## src/rtl/mul_seq_if.sv

```systemverilog
// Request/response and shared-ALU signals of the sequential multiplier.
// The slave modport is the multiplier's view; master is the requester/ALU side.
interface mul_seq_if #(
  parameter int unsigned N = 64
);
  logic         start;
  logic [N-1:0] op_a;
  logic [N-1:0] op_b;
  logic         busy;
  logic         done;
  logic [N-1:0] product;
  logic [N-1:0] alu_a;
  logic [N-1:0] alu_b;
  logic [3:0]   alu_ctrl;
  logic [N-1:0] alu_result;

  modport master (
    output start, op_a, op_b, alu_result,
    input  busy, done, product, alu_a, alu_b, alu_ctrl
  );

  modport slave (
    input  start, op_a, op_b, alu_result,
    output busy, done, product, alu_a, alu_b, alu_ctrl
  );
endinterface

```

## src/rtl/mul_seq.sv

```systemverilog
// Shift-and-add unsigned multiplier (low N bits of the product) that borrows
// an external combinational adder for every accumulate step.
module mul_seq #(
  parameter int unsigned N = 64
) (
  input logic      clk,
  input logic      reset_n,
  mul_seq_if.slave bus
);

  localparam int unsigned CW      = (N > 1) ? $clog2(N) : 1;
  localparam logic [3:0]  ALU_ADD = 4'b0010;

  typedef enum logic [1:0] {IDLE, RUN, DONE} state_e;

  state_e         state_q, state_d;
  logic [N-1:0]   acc_q, acc_d;
  logic [N-1:0]   mcand_q, mcand_d;
  logic [N-1:0]   mplier_q, mplier_d;
  logic [N-1:0]   product_q, product_d;
  logic [CW-1:0]  count_q, count_d;
  logic           run_last;

  always_ff @(posedge clk) begin
    if (!reset_n) begin
      state_q   <= IDLE;
      acc_q     <= '0;
      mcand_q   <= '0;
      mplier_q  <= '0;
      product_q <= '0;
      count_q   <= '0;
    end else begin
      state_q   <= state_d;
      acc_q     <= acc_d;
      mcand_q   <= mcand_d;
      mplier_q  <= mplier_d;
      product_q <= product_d;
      count_q   <= count_d;
    end
  end

  // Finish early once no multiplier bits remain above the current one.
  always_comb begin
    state_d   = state_q;
    acc_d     = acc_q;
    mcand_d   = mcand_q;
    mplier_d  = mplier_q;
    product_d = product_q;
    count_d   = count_q;
    run_last  = ((mplier_q >> 1) == '0) || (count_q == CW'(N - 1));
    case (state_q)
      IDLE: begin
        if (bus.start) begin
          mcand_d  = bus.op_a;
          mplier_d = bus.op_b;
          acc_d    = '0;
          count_d  = '0;
          state_d  = RUN;
        end
      end
      RUN: begin
        acc_d    = bus.alu_result;
        mcand_d  = mcand_q << 1;
        mplier_d = mplier_q >> 1;
        count_d  = count_q + 1'b1;
        if (run_last) begin
          product_d = bus.alu_result;
          state_d   = DONE;
        end
      end
      DONE:    state_d = IDLE;
      default: state_d = IDLE;
    endcase
  end

  always_comb begin
    bus.busy     = (state_q == RUN);
    bus.done     = (state_q == DONE);
    bus.alu_ctrl = ALU_ADD;
    bus.alu_a    = '0;
    bus.alu_b    = '0;
    if (state_q == RUN) begin
      bus.alu_a = acc_q;
      bus.alu_b = mplier_q[0] ? mcand_q : '0;
    end
  end

  assign bus.product = product_q;

endmodule

```

## src/flat_wrapper.sv

```systemverilog
// flat-port wrapper written by rule: the top's interface ports become plain ports
module mul_seq_flat 
#(
  parameter int unsigned N = 64
)
  (clk, reset_n, bus_start, bus_op_a, bus_op_b, bus_alu_result, bus_busy, bus_done, bus_product, bus_alu_a, bus_alu_b, bus_alu_ctrl);
  mul_seq_if #(.N(N)) bus_i ();
  input logic clk;
  input logic reset_n;
  input wire logic [$bits(bus_i.start)-1:0] bus_start;
  input wire logic [$bits(bus_i.op_a)-1:0] bus_op_a;
  input wire logic [$bits(bus_i.op_b)-1:0] bus_op_b;
  input wire logic [$bits(bus_i.alu_result)-1:0] bus_alu_result;
  output wire logic [$bits(bus_i.busy)-1:0] bus_busy;
  output wire logic [$bits(bus_i.done)-1:0] bus_done;
  output wire logic [$bits(bus_i.product)-1:0] bus_product;
  output wire logic [$bits(bus_i.alu_a)-1:0] bus_alu_a;
  output wire logic [$bits(bus_i.alu_b)-1:0] bus_alu_b;
  output wire logic [$bits(bus_i.alu_ctrl)-1:0] bus_alu_ctrl;
  assign bus_i.start = bus_start;
  assign bus_i.op_a = bus_op_a;
  assign bus_i.op_b = bus_op_b;
  assign bus_i.alu_result = bus_alu_result;
  assign bus_busy = bus_i.busy;
  assign bus_done = bus_i.done;
  assign bus_product = bus_i.product;
  assign bus_alu_a = bus_i.alu_a;
  assign bus_alu_b = bus_i.alu_b;
  assign bus_alu_ctrl = bus_i.alu_ctrl;
  mul_seq #(.N(N)) u_core (.clk(clk), .reset_n(reset_n), .bus(bus_i));
endmodule
```

## config.mk

```make
export PLATFORM = sky130hd
export DESIGN_NAME = mul_seq_flat
export DESIGN_NICKNAME = d
export VERILOG_FILES = /design/src/rtl/mul_seq_if.sv /design/src/rtl/mul_seq.sv /design/src/flat_wrapper.sv
export SDC_FILE = /design/constraint.sdc
export NUM_CORES = 1
export LEC_CHECK = 0
export ABC_AREA = 1
export CORE_ASPECT_RATIO = 1.4
export CORE_UTILIZATION = 42
export CTS_CLUSTER_SIZE = 14
export DETAILED_ROUTE_END_ITERATION = 10
export PLACE_DENSITY = 0.86
export RECOVER_POWER = 50
export SLEW_MARGIN = 25
export SYNTH_ARGS = -nofsm -noshare
export SYNTH_HDL_FRONTEND = slang
export SYNTH_SLANG_ARGS = --single-unit
```

## constraint.sdc

```tcl
create_clock -name clk -period 1.3 [get_ports clk]
set_input_delay 0.13 -clock clk [delete_from_list [all_inputs] [get_ports clk]]
set_output_delay 0.13 -clock clk [all_outputs]
set_load 0.01 [all_outputs]
```

* Word level (Yosys, flattened, before mapping)
Index checks and enable logic that the tools add are counted.
** Storage, ports and cells
- Bits in registers :: 264
- Latch bits :: 0
- RAM bits :: 0
- Memory bits (read-only) :: 0
- Bits of input ports :: 195
- Output and inout bits :: 198
- Logic and storage cells :: 33
- Memories :: 0
** Operators by class
- Add/sub/neg operators :: 1
- Multipliers :: 0
- Divide/modulo/power cells :: 0
- Order comparisons :: 0
- Equality and inequality tests :: 5
- Shift operators :: 0
- Muxes and demuxes :: 14
- Bitwise logic cells :: 0
- Reduce and logical (&&, ||, !) cells :: 7
** Operators by type and width (number)
- 64-bit 2-to-1 mux :: 6
- 64-bit case mux with 2 select lines :: 3
- 64-bit zero test :: 1
- 6-bit case mux with 2 select lines :: 1
- 6-bit by 1-bit adder with 6-bit output (second input constant) :: 1
- 6-bit equality test (second input constant) :: 1
- 6-bit 2-to-1 mux :: 1
- 2-bit AND reduction :: 3
- 2-bit 2-to-1 mux :: 2
- 2-bit case mux with 2 select lines :: 1
- 2-bit by 1-bit equality test with 1-bit output (second input constant) :: 1
- 2-bit equality test (second input constant) :: 1
- 2-bit zero test :: 1
- 2-bit by 1-bit inequality test with 1-bit output (second input constant) :: 1
- 2-bit inequality test (second input constant) :: 1
- 2-bit nonzero test :: 1
- 1-bit logical OR :: 1

* Logic depth before layout (Yosys ltp)
Gate-level depths: netlist of run 1.
- Depth in word-level cells :: 4
- Mapped depth :: 12
- Depth with buffers taken out :: 11

* Least setup slack after synthesis of run 1
No wires, ideal clock.
- Kind :: register to register
- Start point :: register u_core.count_q[0]
- End point :: register u_core.product_q[19], in the netlist u_core.bus.product[19]
- Library setup time :: 0.115 ns
- Arrival time :: 1.346 ns
- Required time :: 1.185 ns
- Slack :: -0.161 ns
- Stages on the path, launching flop included :: 11
- Path buffers :: 2
- Period minus slack after synthesis :: 1.461 ns
- Cell sequence :: dfxtp_1 ha_1 nand3_1 nor2_1 nand2_1 nand2_1 buf_4 buf_4 nand3_1 nand2_1 nor2_1
** On the way
- Cells in the longest elaborated chain, start to end :: 3
** Ends and longest elaborated chain
- start, declared :: RTL line mul_seq.sv:21 : logic [CW-1:0] count_q, count_d;
- start signal, assigned :: RTL line mul_seq.sv:38 : count_q <= count_d;
- 6-bit equality test :: RTL line mul_seq.sv:50 : run_last = ((mplier_q >> 1) == '0) || (count_q == CW'(N - 1));
- 1-bit logical OR :: RTL line mul_seq.sv:50
- 2-bit AND reduction (no line)
- end signal, assigned :: RTL line mul_seq.sv:37 : product_q <= product_d;
- end, declared :: RTL line mul_seq.sv:20 : logic [N-1:0] product_q, product_d;
No other way between the ends.
A chain may end at the register's enable or synchronous reset.

* Worst setup path after layout of run 1
- Start point :: register u_core.state_q[1]
- End point :: output port bus_alu_b[12]
** On the way
- Cells in the longest elaborated chain, start to end :: 2
** Ends and longest elaborated chain
- start, declared :: RTL line mul_seq.sv:16 : state_e state_q, state_d;
- start signal, assigned :: RTL line mul_seq.sv:33 : state_q <= state_d;
- 2-bit by 1-bit equality test with 1-bit output :: RTL line mul_seq.sv:82 : if (state_q == RUN) begin
- 64-bit 2-to-1 mux :: RTL line mul_seq.sv:82
- end, declared :: RTL line flat_wrapper.sv:18 : output wire logic [$bits(bus_i.alu_b)-1:0] bus_alu_b;
No other way between the ends.

==> results of run 1 <==
## worst paths after layout
check	to	slack, ns	depth (start not counted)
worst max-delay path	bus_alu_b[12]	-0.65	7
worst min-delay path	u_core.mcand_q[0]	0.17	3
worst max register to register	u_core.mcand_q[43]	-0.54	9
worst min register to register	u_core.bus.product[4]	0.48	2
## stage by stage
| step | utilization, % | setup WS [ns] | setup TNS (ns) |
|---|---|---|---|
| after floorplan | - | -0.07134 | -3.720 |
| after global placement | 63.87 | -0.4687 | -124.85 |
| after detailed placement | 63.87 | -0.4731 | -131.77 |
| after CTS | 70.85 | -0.6884 | -192.90 |
| after global routing | 74.26 | -0.7092 | -232.30 |
| final | 74.26 | -0.6485 | -198.01 |
## report_power, final
part,total [W],internal (W),switching (W)
combinational,0.00542,0.00258,0.00284
clock,0.00798,0.00470,0.00328
sequential,0.00897,0.00862,0.000355
total,0.0224,0.0159,0.00647
## repair_timing
action                                 in CTS  in global routing
pin swaps                                  24                 51
setup endpoints to repair                 458                458
gates cloned                               22                 11
hold buffers                                1                  0
gates resized for setup                   698                197
endpoints found under the hold margin       3                  0
setup buffers                              27                 14
## final cells by class
type	instances	share of cell area [%]
repair buffers	620	31.82
multi-input cells	1075	31.32
flip-flops and latches	264	26.43
clock buffers	41	3.880
inverters	189	3.693
well taps	365	2.277
clock inverters	6	0.5615
diodes	1	0.01248
## worst max-delay path: stages (launching register included)
cell and delay (ns):
dfxtp_4 0.36, nor2_8 0.13, buf_6 0.12, buf_12 0.15, clkbuf_16 0.16, nand2_2 0.06, nor2_2 0.14, buf_2 0.15
## registers in the layout, summed over array words and instances (netlist names)
| name | flops |
|---|---|
| u_core.acc_q | 64 |
| u_core.bus.product | 64 |
| u_core.count_q | 6 |
| u_core.mcand_q | 64 |
| u_core.mplier_q | 64 |
| u_core.state_q | 2 |
## Yosys cell counts
cell and count:
nor4_1 1, nand2_2 1, a31oi_1 40, nor2_1 266, buf_4 12, a21oi_1 71
nand2_1 398, dfxtp_1 264, o311ai_0 1, clkbuf_1 60, conb_1 2, buf_1 11
nor2_4 1, buf_6 1, nand3_1 120, o211ai_1 2, o21ai_0 59, o32ai_1 28
nor2_8 2, a221oi_1 2, a211oi_1 1, o21ai_1 12, inv_1 185, a22oi_1 53
ha_1 1, o32ai_2 8, buf_2 44, o22ai_1 4, inv_2 4
## kinds of logic after synthesis
family | after synthesis | synth area share, %
buf+inv | 317 | 11.22
compound gates | 281 | 15.63
fa+ha+maj | 1 | 0.1081
other cells | 2 | 0.06492
simple gates | 789 | 27.29
flops | 264 | 45.69
## metal layers
layer / vias up / share of wire (%) / wire length (um) / track usage [%]
li1: 6348 / - / - / -
met1: 6578 / 36 / 17540 / 33.46
met2: 838 / 50 / 24460 / 53.85
met3: 259 / 7.8 / 3841 / 6.312
met4: 0 / 7.0 / 3434 / 22.38
met5: - / 0 / 0 / 0
==> summary.md, run 1 <==
| Metric | Value |
|---|---|
| Status | `finished, violations left` |
| Failing checks | `negative setup slack` |
| Largest net degree at the start of global routing | `67` |
| CP Capture Type | `output pin` |
| Worst-Skew Late Latency | `0.54 ns` |
| Max Clock Freq | `0.5132 GHz` |
| Hold_sp | `bus_op_a[0]` |
| Max cap viols | `0` |
| CP startpoint | `u_core.state_q[1]` |
| Detailed Place HPWL | `28.59 mm` |
| Leakage | `approximately 8.9 nW` |
| Synth warn | `0` |
| First-pass GRT wire length | `69.17 mm` |
| Routed length per instance | `19.24 um` |
| TritonCTS Buffers | `26` |
| PD cells | `about 1100 nW/um2` |
| Non-Filler Instances | `2561` |
| Worst R2R Start | `u_core.state_q[0]` |
| Inst Count DP | `2443` |
| Max Root-Sink Buffers | `3` |
| Die footprint | `about 28000 um2` |
| Reg area | `5301 um2` |
| Total track usage | `~31%` |
| Mean post-synth cell area | `6.994 um2` |
| Worst setup SP type | `flip-flop` |
| Min cycle time layout | `1.948 ns` |
| RSZ-0062 raised after global routing | `yes` |
| Final Max Slew Viols | `0` |
| DRC marker count from the first detailed-route iteration | `approximately 1100` |
| Synth cell types | `29` |
| Area after DPL | `17250 um2` |
| Initial Util | `42.83%` |
| Multi-input gate area | `6281 um2` |
| Flip-flop and latch count after synthesis | `approximately 260` |
| Most common cell after layout, fill and taps aside | `nand2_1` |
| Via count | `14020` |
| Top-Level Pins | `between 300 and 400` |
| CTS root buf | `clkbuf_16` |
| DRC Markers | `0` |
| Rows | `71` |
| Mapped Area | `11570 um2` |
| Syn-to-layout area delta | `73.38%` |
| Max FO, Critical Path | `6` |
| Final ANT Viol Nets | `0` |
| Most frequent cells in the layout | `nand2_1, clkdlybuf4s50_1, dfxtp_1` |
| Worst path arrival time | `1.82 ns` |
| Core Footprint | `27010 um2` |
| PnR worst setup slack | `-0.6485 ns` |
| Final Cell Area | `20060 um2` |
| Worst path required time | `between 1 and 1.5 ns` |
| Post-Synthesis Cells | `roughly 1700` |
| Nets | `2372` |
| Antenna violations before repair | `1` |
| Final setup viols | `458` |
| 1st-pass router iterations | `6` |
| Port Buffers | `approximately 390` |
| Filler cells | `1726` |
| Total power | `0.02238 W` |
| Critical path class | `reg -> out` |
| Crit share post-route | `149.9%` |
| CTS tree | `yes` |
| Final hold vios | `0` |
| # H-tree levels | `1` |
| Largest area contributor in the netlist | `dfxtp_1` |
| Sequential-to-total area share from yosys stat | `45.69%` |
| Routed wire length | `around 49 mm` |
| Worst min path class | `in -> reg` |
| Total gr overflow | `0` |
| Sink Count | `264` |
| Clock Skew | `0.009852 ns` |
| Hold_ws | `0.1688 ns` |
| Synth area leaders | `dfxtp_1, nand2_1, nor2_1, inv_1, nand3_1` |
| Top cell type's share of synthesized area | `45.69%` |
| CTS clock-pin slew for the worst setup and hold paths | `0.06 ns` |
| Die Ht | `a little under 200 um` |
| Vias in the first global route | `13640` |
| RePlAce Congestion | `0.9399` |
| Chip Width | `between 100 and 150 um` |
| Maximum VDD drop | `roughly 0.0012 V` |
| Drt via density | `5.476` |
| Share of layout cells above drive strength 1 | `33.30%` |
Power figures use the tool's default switching activity.
==> inputs of run 2 (changes only) <==
Settings changed: CORE_MARGIN set to 3.
==> summary.md, run 2 (synthesis gave the netlist of run 1 again) <==
| Metric | Value |
|---|---|
| Status | `finished, violations left` |
| Failing checks | `negative setup slack` |
| Leakage | `9.026 nW (+2.0%)` |
| Headroom to the max-slew limit | `approximately 66%` |
| Vias in the first global route | `13620 (-0.13%)` |
| Net switching power | `0.007018 W (+8.4%)` |
| PD cells | `1100 nW/um2 (-1.4%)` |
| # H-tree levels | `1 (unchanged)` |
| WL met2 | `27.26 mm (+11%)` |
| Clock Skew | `0.01458 ns (+0.004728 ns)` |
| DRC marker count from the first detailed-route iteration | `1203 (+8.3%)` |
| Internal power | `0.01619 W (+1.8%)` |
| Max Clock Freq | `0.4856 GHz (-5.4%)` |
| Top-Level Pins | `393 (unchanged)` |
| CTS root buf | `clkbuf_16` |
| Worst setup SP type | `flip-flop` |
| Critical path class | `reg -> out` |
| Crit share post-route | `158.4% (+8.5 points)` |
| Top routing layer used | `met4` |
| Final hold vios | `0 (unchanged)` |
| Sequential power share | `38.6% (-1.5 points)` |
| Syn-to-layout area delta | `82.36%` |
| M1 WL | `18.66 mm (+6.4%)` |
| Logic pwr share | `27.5% (+3.3 points)` |
| Largest net degree at the start of global routing | `90 (+34%)` |
| Worst path arrival time | `1.93 ns (+0.11 ns)` |
| Drt via density | `5.591 (+2.1%)` |
| Final Max Slew Viols | `0 (unchanged)` |
| CTS clock-pin slew for the worst setup and hold paths | `0.07 ns (about the same)` |
| Most frequent cells in the layout | `nand2_1, clkdlybuf4s50_1, dfxtp_1` |
| Hold_ws | `0.04618 ns (-0.1227 ns)` |
| Final setup viols | `458 (unchanged)` |
| Die Ht | `202.4 um (+2.0%)` |
| Total power | `0.02321 W (+3.7%)` |
| PnR worst setup slack | `-0.7591 ns (-0.1106 ns)` |
| Detailed Place HPWL | `28.88 mm (+0.99%)` |
| Maximum VDD drop | `0.001190 V (+0.53%)` |
| RSZ-0062 raised after global routing | `yes` |
| Max FO, Critical Path | `20 (+14)` |
| Final ANT Viol Nets | `0 (unchanged)` |
| Antenna violations before repair | `4 (+3)` |
| Total gr overflow | `0 (unchanged)` |
| CTS tree | `yes` |
| RePlAce Congestion | `0.9153 (-2.6%)` |
| # hold bufs at CTS | `0 (-1)` |
| Share of layout cells above drive strength 1 | `36.99% (+3.7 points)` |
| Via count | `14440 (+3.0%)` |
| Initial Util | `42.83% (unchanged)` |
| Worst path required time | `1.17 ns (about the same)` |
| TritonCTS Buffers | `26 (unchanged)` |
| DRC Markers | `0 (unchanged)` |
| 1st-pass router iterations | `7 (+1)` |
| Sw Ratio | `30.24% (+1.3 points)` |
| Rows | `71 (unchanged)` |
| Worst-Skew Late Latency | `0.54 ns (about the same)` |
| Worst min path class | `in -> reg` |
| WL met3 | `4.680 mm (+22%)` |
| Routed length per instance | `21.34 um (+11%)` |
| Chip Width | `146.3 um (+2.8%)` |
| Max Root-Sink Buffers | `3 (unchanged)` |
| Worst Tran Pin Value | `0.5085 ns` |
| Core Footprint | `27010 um2 (unchanged)` |
| Min cycle time layout | `2.059 ns (+0.1106 ns)` |
| Routed wire length | `55.11 mm (+12%)` |
| Max cap viols | `0 (unchanged)` |
| Sink Count | `264 (unchanged)` |
| Clk pwr share | `33.9% (-1.8 points)` |
| First-pass GRT wire length | `71.13 mm (+2.8%)` |
| Total track usage | `29.40% (-1.7 points)` |
| CP Capture Type | `output pin` |
| Die footprint | `29600 um2 (+4.9%)` |
| Most common cell after layout, fill and taps aside | `nand2_1` |
| Nets | `2392 (+0.84%)` |
| Port Buffers | `388 (unchanged)` |
==> run 2: cell types whose count changed in the layout (fill, tap and decap cells not counted), moves of 16 or more <==
cell and change:
o32ai_1 -27, o21ai_2 +37, buf_2 -32, a21oi_2 +16, nor2_2 -22, nor2_4 +21
o32ai_2 +18, o21ai_0 -30
==> run 2: power groups by stage <==
stage | combinational, W | sequential [W] | clock [W]
4_1_cts | 0.00485 | 0.00887 | 0.00784
6_report | 0.00639 | 0.00895 | 0.00786
5_1_grt | 0.00670 | 0.00899 | 0.00816
2_1_floorplan | 0.00214 | 0.00899 | 0
3_3_place_gp | 0.00393 | 0.00903 | 0
3_5_place_dp | 0.00402 | 0.00904 | 0
==> run 2: critical path: stages (launching register included) <==
cell             delay (ns)
dfxtp_4                0.37
inv_4                  0.05
nor2_8                 0.13
buf_4                  0.13
buf_12                 0.16
nand2_1                0.13
nor2_2                 0.16
clkdlybuf4s15_2        0.25
==> run 2: through the flow <==
| stage | worst slack [ns] | setup TNS, ns | cell area (um2) | std cells | util (%) |
|---|---|---|---|---|---|
| CTS | -0.8148 | -232.65 | 19160 | 2535 | 70.95 |
| finish | -0.7591 | -227.37 | 21090 | 2583 | 78.11 |
| global route | -0.7842 | -249.71 | 21090 | 2583 | 78.11 |
| floorplan | -0.07134 | -3.720 | 12050 | 1656 | - |
| detailed placement | -0.4639 | -130.06 | 17170 | 2437 | 63.57 |
| global placement | -0.4536 | -124.98 | 17170 | 2437 | 63.57 |
==> run 2: metal layers <==
metal | GRT usage [%] | vias to the layer above
met3 | 5.181 | 326
met1 | 32.25 | 6734
met2 | 52.13 | 989
met4 | 18.70 | 0
li1 | - | 6393
met5 | 0 | -
==> run 2: worst paths after layout <==
check	from	end	slack, ns	cells after the start
setup / recovery	u_core.state_q[0]	bus_alu_b[49]	-0.76	7
hold / removal	reset_n	u_core.acc_q[63]	0.05	4
setup reg to reg	u_core.state_q[0]	u_core.acc_q[21]	-0.70	10
hold reg to reg	u_core.count_q[5]	u_core.count_q[5]	0.47	1
==> run 2: timing repair <==
action,4_1_cts,5_1_grt
setup endpoints to repair,457,458
gates resized for setup,536,482
buffers inserted,31,26
gates cloned,21,27
pin swaps,19,72
==> run 2: final cells by class <==
type / instances / area (um2)
Clock inverter: 13 / 122.6
Clock buffer: 33 / 748.2
Fill cell: 1609 / 5912
Antenna cell: 4 / 10.01
Tap cell: 365 / 456.7
Timing Repair inverter: 1 / 11.26
Inverter: 189 / 742.0
Sequential cell: 264 / 5306
Multi-Input combinational cell: 1075 / 6715
Timing Repair Buffer: 639 / 6982
